===== src/rtl/lvds_ser_pkg.sv =====
// Shared definitions for the LVDS serializer sequencing controller:
// FSM state encodings, PRBS7 constants and counter-width helpers.
package lvds_ser_pkg;

  typedef enum logic [2:0] {
    IDLE   = 3'd0,
    RESET  = 3'd1,
    SETTLE = 3'd2,
    TRAIN  = 3'd3,
    RUN    = 3'd4
  } ser_state_e;

  // PRBS7 polynomial x^7 + x^6 + 1: feedback taps are state bits 6 and 5
  // of a left-shifting register whose bit 0 holds the newest bit.
  localparam logic [6:0] PRBS7_SEED   = 7'h7F;
  localparam int         PRBS7_TAP_HI = 6;
  localparam int         PRBS7_TAP_LO = 5;

  // Bits needed to hold values 0..max_count.
  function automatic int cnt_width(input int max_count);
    return (max_count < 1) ? 1 : $clog2(max_count + 1);
  endfunction

  function automatic int max3(input int a, input int b, input int c);
    int m;
    m = (a > b) ? a : b;
    return (m > c) ? m : c;
  endfunction

endpackage


===== src/rtl/lvds_prbs7_gen.sv =====
// PRBS7 word generator producing DEV_W bits per cycle, bit 0 first in time.
// load presents the word generated from the seed in the same cycle and
// stores the advanced state; advance steps from the stored state.
module lvds_prbs7_gen
  import lvds_ser_pkg::*;
#(
  parameter int DEV_W = 4
) (
  input  logic             clk,
  input  logic             rst,
  input  logic             load,
  input  logic             advance,
  output logic [DEV_W-1:0] data
);

  logic [6:0] lfsr_q;
  logic [6:0] lfsr_next;

  // Unroll DEV_W LFSR steps from either the seed or the stored state.
  always_comb begin
    logic fb;
    lfsr_next = load ? PRBS7_SEED : lfsr_q;
    data      = '0;
    for (int k = 0; k < DEV_W; k++) begin
      fb        = lfsr_next[PRBS7_TAP_HI] ^ lfsr_next[PRBS7_TAP_LO];
      data[k]   = fb;
      lfsr_next = {lfsr_next[5:0], fb};
    end
  end

  // LFSR state register; holds when neither loading nor advancing.
  always_ff @(posedge clk) begin
    if (rst) begin
      lfsr_q <= PRBS7_SEED;
    end else if (load || advance) begin
      lfsr_q <= lfsr_next;
    end
  end

endmodule


===== src/rtl/lvds_ser_ctrl.sv =====
// Sequencing controller for a 4:1 DDR LVDS output serializer.
// Brings the serializer out of reset, lets it settle, sends a training
// burst and then streams user words. Optional macro LVDS_SER_CTRL_PRBS_EN
// replaces the constant training word with a PRBS7 sequence.
//
// Handshake: s_ready depends only on state, enable and retrain (never on
// s_valid); a word transfers on s_valid & s_ready and appears on ser_data
// the following cycle.
module lvds_ser_ctrl
  import lvds_ser_pkg::*;
#(
  parameter int               DEV_W         = 4,
  parameter int               RST_CYCLES    = 4,
  parameter int               SETTLE_CYCLES = 8,
  parameter int               TRAIN_WORDS   = 16,
  parameter logic [DEV_W-1:0] TRAIN_PAT     = 4'b1010,
  parameter logic [DEV_W-1:0] IDLE_PAT      = 4'b0000,
  parameter int               UCNT_W        = 16
) (
  input  logic              clk_div_in,
  input  logic              io_reset,
  input  logic              enable,
  input  logic              retrain,
  input  logic [DEV_W-1:0]  s_data,
  input  logic              s_valid,
  output logic              s_ready,
  output logic [DEV_W-1:0]  ser_data,
  output logic              ser_rst,
  output logic              link_up,
  output logic [UCNT_W-1:0] underflow_cnt,
  output logic [2:0]        state_o
);

  localparam int PH_MAX = max3(RST_CYCLES, SETTLE_CYCLES, TRAIN_WORDS);
  localparam int PH_W   = cnt_width(PH_MAX);

  localparam logic [PH_W-1:0] RST_LAST    = PH_W'(RST_CYCLES - 1);
  localparam logic [PH_W-1:0] SETTLE_LAST = PH_W'(SETTLE_CYCLES - 1);
  localparam logic [PH_W-1:0] TRAIN_LAST  = PH_W'(TRAIN_WORDS - 1);

  ser_state_e        state;
  ser_state_e        next_state;
  logic [PH_W-1:0]   phase;
  logic              state_entry;
  logic              ser_rst_d;
  logic              link_up_d;
  logic [DEV_W-1:0]  ser_data_d;
  logic [DEV_W-1:0]  train_word;

  assign state_o     = state;
  assign state_entry = (next_state != state);

`ifdef LVDS_SER_CTRL_PRBS_EN
  logic prbs_load;
  logic prbs_adv;

  // Reseed on every TRAIN entry so each burst starts from the same word.
  assign prbs_load = (next_state == TRAIN) && (state != TRAIN);
  assign prbs_adv  = (next_state == TRAIN) && (state == TRAIN);

  lvds_prbs7_gen #(
    .DEV_W (DEV_W)
  ) u_prbs (
    .clk     (clk_div_in),
    .rst     (io_reset),
    .load    (prbs_load),
    .advance (prbs_adv),
    .data    (train_word)
  );
`else
  assign train_word = TRAIN_PAT;
`endif

  // Accept user data only in RUN when the link is not about to leave it.
  always_comb begin
    s_ready = (state == RUN) && enable && !retrain;
  end

  // Next-state selection: enable low beats retrain; retrain ignored in
  // IDLE and RESET.
  always_comb begin
    next_state = state;
    if (!enable) begin
      next_state = IDLE;
    end else begin
      case (state)
        IDLE:   next_state = RESET;
        RESET:  if (phase == RST_LAST) next_state = SETTLE;
        SETTLE: begin
          if (retrain)                    next_state = RESET;
          else if (phase == SETTLE_LAST)  next_state = TRAIN;
        end
        TRAIN: begin
          if (retrain)                    next_state = RESET;
          else if (phase == TRAIN_LAST)   next_state = RUN;
        end
        RUN:    if (retrain) next_state = RESET;
        default: next_state = IDLE;
      endcase
    end
  end

  // Output words follow the state being entered so they line up with it.
  always_comb begin
    ser_rst_d  = 1'b1;
    link_up_d  = 1'b0;
    ser_data_d = IDLE_PAT;
    case (next_state)
      SETTLE: ser_rst_d = 1'b0;
      TRAIN: begin
        ser_rst_d  = 1'b0;
        ser_data_d = train_word;
      end
      RUN: begin
        ser_rst_d = 1'b0;
        link_up_d = 1'b1;
        if (s_ready && s_valid) ser_data_d = s_data;
      end
      default: ;
    endcase
  end

  // State and registered outputs.
  always_ff @(posedge clk_div_in) begin
    if (io_reset) begin
      state    <= IDLE;
      ser_rst  <= 1'b1;
      link_up  <= 1'b0;
      ser_data <= IDLE_PAT;
    end else begin
      state    <= next_state;
      ser_rst  <= ser_rst_d;
      link_up  <= link_up_d;
      ser_data <= ser_data_d;
    end
  end

  // Phase counter restarts on every state entry; each timed state exits at
  // its last count, so the counter never wraps.
  always_ff @(posedge clk_div_in) begin
    if (io_reset || state_entry) begin
      phase <= '0;
    end else if (state == RESET || state == SETTLE || state == TRAIN) begin
      phase <= phase + 1'b1;
    end
  end

  // Underflow counter: cleared on RESET entry, counts RUN cycles without
  // a user word and sticks at all-ones.
  always_ff @(posedge clk_div_in) begin
    if (io_reset) begin
      underflow_cnt <= '0;
    end else if (next_state == RESET && state != RESET) begin
      underflow_cnt <= '0;
    end else if (state == RUN && !s_valid && underflow_cnt != {UCNT_W{1'b1}}) begin
      underflow_cnt <= underflow_cnt + 1'b1;
    end
  end

endmodule


===== config.mk =====
export PLATFORM = sky130hd
export DESIGN_NAME = lvds_ser_ctrl
export DESIGN_NICKNAME = d
export VERILOG_FILES = /design/src/rtl/lvds_ser_pkg.sv /design/src/rtl/lvds_prbs7_gen.sv /design/src/rtl/lvds_ser_ctrl.sv
export SDC_FILE = /design/constraint.sdc
export NUM_CORES = 1
export LEC_CHECK = 0
export ABC_AREA = 1
export BUFFER_PORTS_ARGS = -buffer_cell sky130_fd_sc_hd__buf_2
export CAP_MARGIN = 20
export CORE_MARGIN = 5
export CORE_UTILIZATION = 40
export DETAILED_ROUTE_END_ITERATION = 6
export GPL_TIMING_DRIVEN = 0
export PLACE_DENSITY = 0.64
export SETUP_SLACK_MARGIN = 0.05
export SLEW_MARGIN = 20
export SYNTH_ARGS = -nofsm -noshare
export SYNTH_HDL_FRONTEND = slang
export SYNTH_SLANG_ARGS = --single-unit

===== constraint.sdc =====
create_clock -name clk_div_in -period 2 [get_ports clk_div_in]
set_input_delay 0.1 -clock clk_div_in [delete_from_list [all_inputs] [get_ports clk_div_in]]
set_output_delay 0.1 -clock clk_div_in [all_outputs]
set_load 0.01 [all_outputs]

==> metrics.txt <==
number of cells traversed by the worst register-to-register path=15; count of mapped cells out of synthesis=257; Final Wtd Congestion=between 0.8 and 0.9; average via count per standard cell=4.652; cell types with the largest area share after synthesis=sky130_fd_sc_hd__dfxtp_1 (36%), sky130_fd_sc_hd__nand2_1 (17%), sky130_fd_sc_hd__nor2_1 (11%), sky130_fd_sc_hd__inv_1 (8.5%), sky130_fd_sc_hd__xor2_1 (4.2%); clock latency at the later pin of the worst-skew pair=~0.29 ns; final setup vio count=0; Max Buffers Root-to-Sink=2; final instance count without filler cells=356; data required time of the critical path=2.19 ns; Clock Sinks=30; antenna violations before repair=0; Lkg Pwr=between 0.9 and 1 nW; Net Count, Synth=269; core footprint=approximately 0.0040 sq mm; half-perimeter wire length of the detailed placement result=around 2800 um; leftover overflow at the end of global routing=0; clock root buffer=sky130_fd_sc_hd__clkbuf_8; worst slew slack as a fraction of its limit=0.7692; initial drt markers=81; number of buffers added by the clock tree synthesis step=5; number of nets in the finished design=roughly 320; Hold-fix buffers, CTS=0; chip width=between 70 and 80 um; DRT Pass-1 Iters=4; remaining antenna violation count after routing=0; cell type with the highest aggregate area in the netlist=sky130_fd_sc_hd__dfxtp_1; clock tree from TritonCTS=built; number of enable-type register cells in the synthesized netlist=0; CP arrival=2.09 ns; outcome=finished, final reports clean; count of standard-cell rows=23; VDD IR-drop max=0.0004291 V; final-report hold violation count=0; GRT Util Overall=0.1512; die boundary height=approximately 75 um; maximum achievable frequency=around 530 MHz; wire length per cell=11.10 um; number of H-tree levels=2; #FFs+latches synth=30; clock tree skew after final layout=around 0.0052 ns; most common cell in the netlist=sky130_fd_sc_hd__nand2_1; synthesized area=around 0.0017 sq mm; post-detailed-routing wire length=slightly below 4000 um; sequential-to-total area share from yosys stat=0.3587; worst-margin pin slew=about 0.34 ns; Port Buf Inserts=34; Worst setup SP type=flip-flop; commonest register cell after synthesis=sky130_fd_sc_hd__dfxtp_1; maximum number of pins on one net before global-route repair=11; Die Footprint=0.005579 sq mm; power density of the placed cells=594.3 mW/mm^2; async set-reset flop share out of synthesis=0; starting density of the core=0.4155; Post-Place Cells=between 300 and 400; number of placed I/O pins=35; number of library cell types mapped by synthesis=23; share of the synthesized area in the top cell type=0.3587; min Tclk post-route=~1.9 ns; number of cells traversed by the worst hold path=2; Avg Cell Area, Syn=about 6.5 sq um; number of global-route vias before repair=approximately 1500; Post-synth top cells=sky130_fd_sc_hd__nand2_1 (77), sky130_fd_sc_hd__nor2_1 (48), sky130_fd_sc_hd__inv_1 (38), sky130_fd_sc_hd__dfxtp_1 (30), sky130_fd_sc_hd__nand3_1 (13); Clock Pin Slew Worst Setup and Hold Paths=roughly 0.070 ns; layout cell share with drive strength beyond 1=0.2778; type of element capturing the critical path=flip-flop; number of DRC violations after detailed routing=0; Syn-to-layout area delta=28.10%; final-report max-slew violation count=0; worst min-delay path category=primary input to flip-flop; Fillers=413; unrepaired setup endpoints after global routing=true; yosys synthesis warning count=0; worst setup margin=around 0.1 ns; post-route fraction of the period consumed by the critical path=0.9500; wire length of the first global-routing pass=6534 um; max-cap violation count=0; DP Worst Slack=-0.03649 ns; worst-path fanout max=5; routed vias=~1700; Crit Path Class=flip-flop to flip-flop; diodes inserted=0
[worst paths after layout]
path	start	end	slack, ns
hold reg to reg	phase[0]$_SDFFE_PP0P_	phase[0]$_SDFFE_PP0P_	0.55
setup / recovery	phase[0]$_SDFFE_PP0P_	underflow_cnt[14]$_SDFFE_PP0P_	0.10
setup reg to reg	phase[0]$_SDFFE_PP0P_	underflow_cnt[14]$_SDFFE_PP0P_	0.10
hold / removal	io_reset	state_o[2]$_SDFF_PP0_	0.03
[metrics by stage]
stage            util  cell area [sq um]   TNS, ns  hold slack [ns]  power, mW
2_1_floorplan       -               1674         0           0.1724     0.6450
3_3_place_gp   0.4733               1907  -0.01275           0.3251     0.6632
3_5_place_dp   0.4733               1907   -0.3121           0.3286     0.6639
4_1_cts        0.5115               2061         0          0.02176      1.290
5_1_grt        0.5323               2145   -0.1321          0.03475      1.328
6_report       0.5323               2145         0          0.03126      1.274
[worst max-delay path, cell delays in order, from the launching register on]
cell	delay, ns
sky130_fd_sc_hd__dfxtp_4	0.36
sky130_fd_sc_hd__ha_4	0.16
sky130_fd_sc_hd__nand2_2	0.08
sky130_fd_sc_hd__nor2_2	0.04
sky130_fd_sc_hd__ha_2	0.18
sky130_fd_sc_hd__nand2_2	0.08
sky130_fd_sc_hd__inv_2	0.04
sky130_fd_sc_hd__nor2_2	0.08
sky130_fd_sc_hd__nand2_1	0.05
sky130_fd_sc_hd__nand2_1	0.05
sky130_fd_sc_hd__nand2_1	0.06
sky130_fd_sc_hd__nand2_2	0.12
sky130_fd_sc_hd__nand2_4	0.07
sky130_fd_sc_hd__o21ai_4	0.22
sky130_fd_sc_hd__buf_6	0.17
sky130_fd_sc_hd__nor2_1	0.04
[final cells by class]
cell class	count	area, sq um	share of cell area
clock buffers	5	68.82	0.03209
plain buffers	3	27.53	0.01284
inverters	41	156.4	0.07293
multi-input cells	183	949.7	0.4428
flip-flops and latches	30	605.6	0.2824
repair buffers	41	234.0	0.1091
well taps	50	62.56	0.02917
clock inverters	3	40.04	0.01867
[repair_timing]
action,in CTS,in global routing
gates cloned,1,0
resized for setup,8,19
buffers inserted,2,4
pin swaps,1,11
setup endpoints to repair,10,25
[placed cells by master, fill, tap and decap left out, types with 3 or more instances in the layout]
master	count
sky130_fd_sc_hd__buf_2	35
sky130_fd_sc_hd__buf_4	4
sky130_fd_sc_hd__buf_6	5
sky130_fd_sc_hd__clkbuf_8	5
sky130_fd_sc_hd__dfxtp_1	28
sky130_fd_sc_hd__inv_1	37
sky130_fd_sc_hd__inv_2	3
sky130_fd_sc_hd__nand2_1	74
sky130_fd_sc_hd__nand2_2	3
sky130_fd_sc_hd__nand3_1	13
sky130_fd_sc_hd__nand4_1	7
sky130_fd_sc_hd__nor2_1	37
sky130_fd_sc_hd__nor2_2	13
sky130_fd_sc_hd__nor3_2	3
sky130_fd_sc_hd__o21ai_0	8
sky130_fd_sc_hd__xnor2_1	6
sky130_fd_sc_hd__xor2_1	8
[power breakdown]
group          switching (mW)  internal [mW]  leakage, nW
clock network           0.245          0.366       0.0579
registers             0.00409          0.599        0.243
logic                  0.0345         0.0261        0.654
[routing by layer]
layer | GRT usage | routed length (um)
met5 | 0 | 0
met4 | 0.05731 | 56
met3 | 0.03605 | 204
met2 | 0.2595 | 1925
met1 | 0.1830 | 1763
[state kept, by name (all words and copies together) (netlist names)]
signal / count
link_up: 1
phase: 5
ser_rst: 1
state_o: 3
underflow_cnt: 16
ser_data: 4
[cell families (layout without fill, tap and decap cells)]
| kind of cell | count (synthesis) | in the layout | synth area share |
|---|---|---|---|
| compound gates | 11 | 11 | 0.04186 |
| simple gates | 155 | 155 | 0.3939 |
| xor+xnor | 14 | 14 | 0.07325 |
| buf+inv | 44 | 93 | 0.1099 |
| fa+ha+maj | 3 | 3 | 0.02242 |
| flops | 30 | 30 | 0.3587 |
Note: power is estimated with default switching activity, not from simulation.
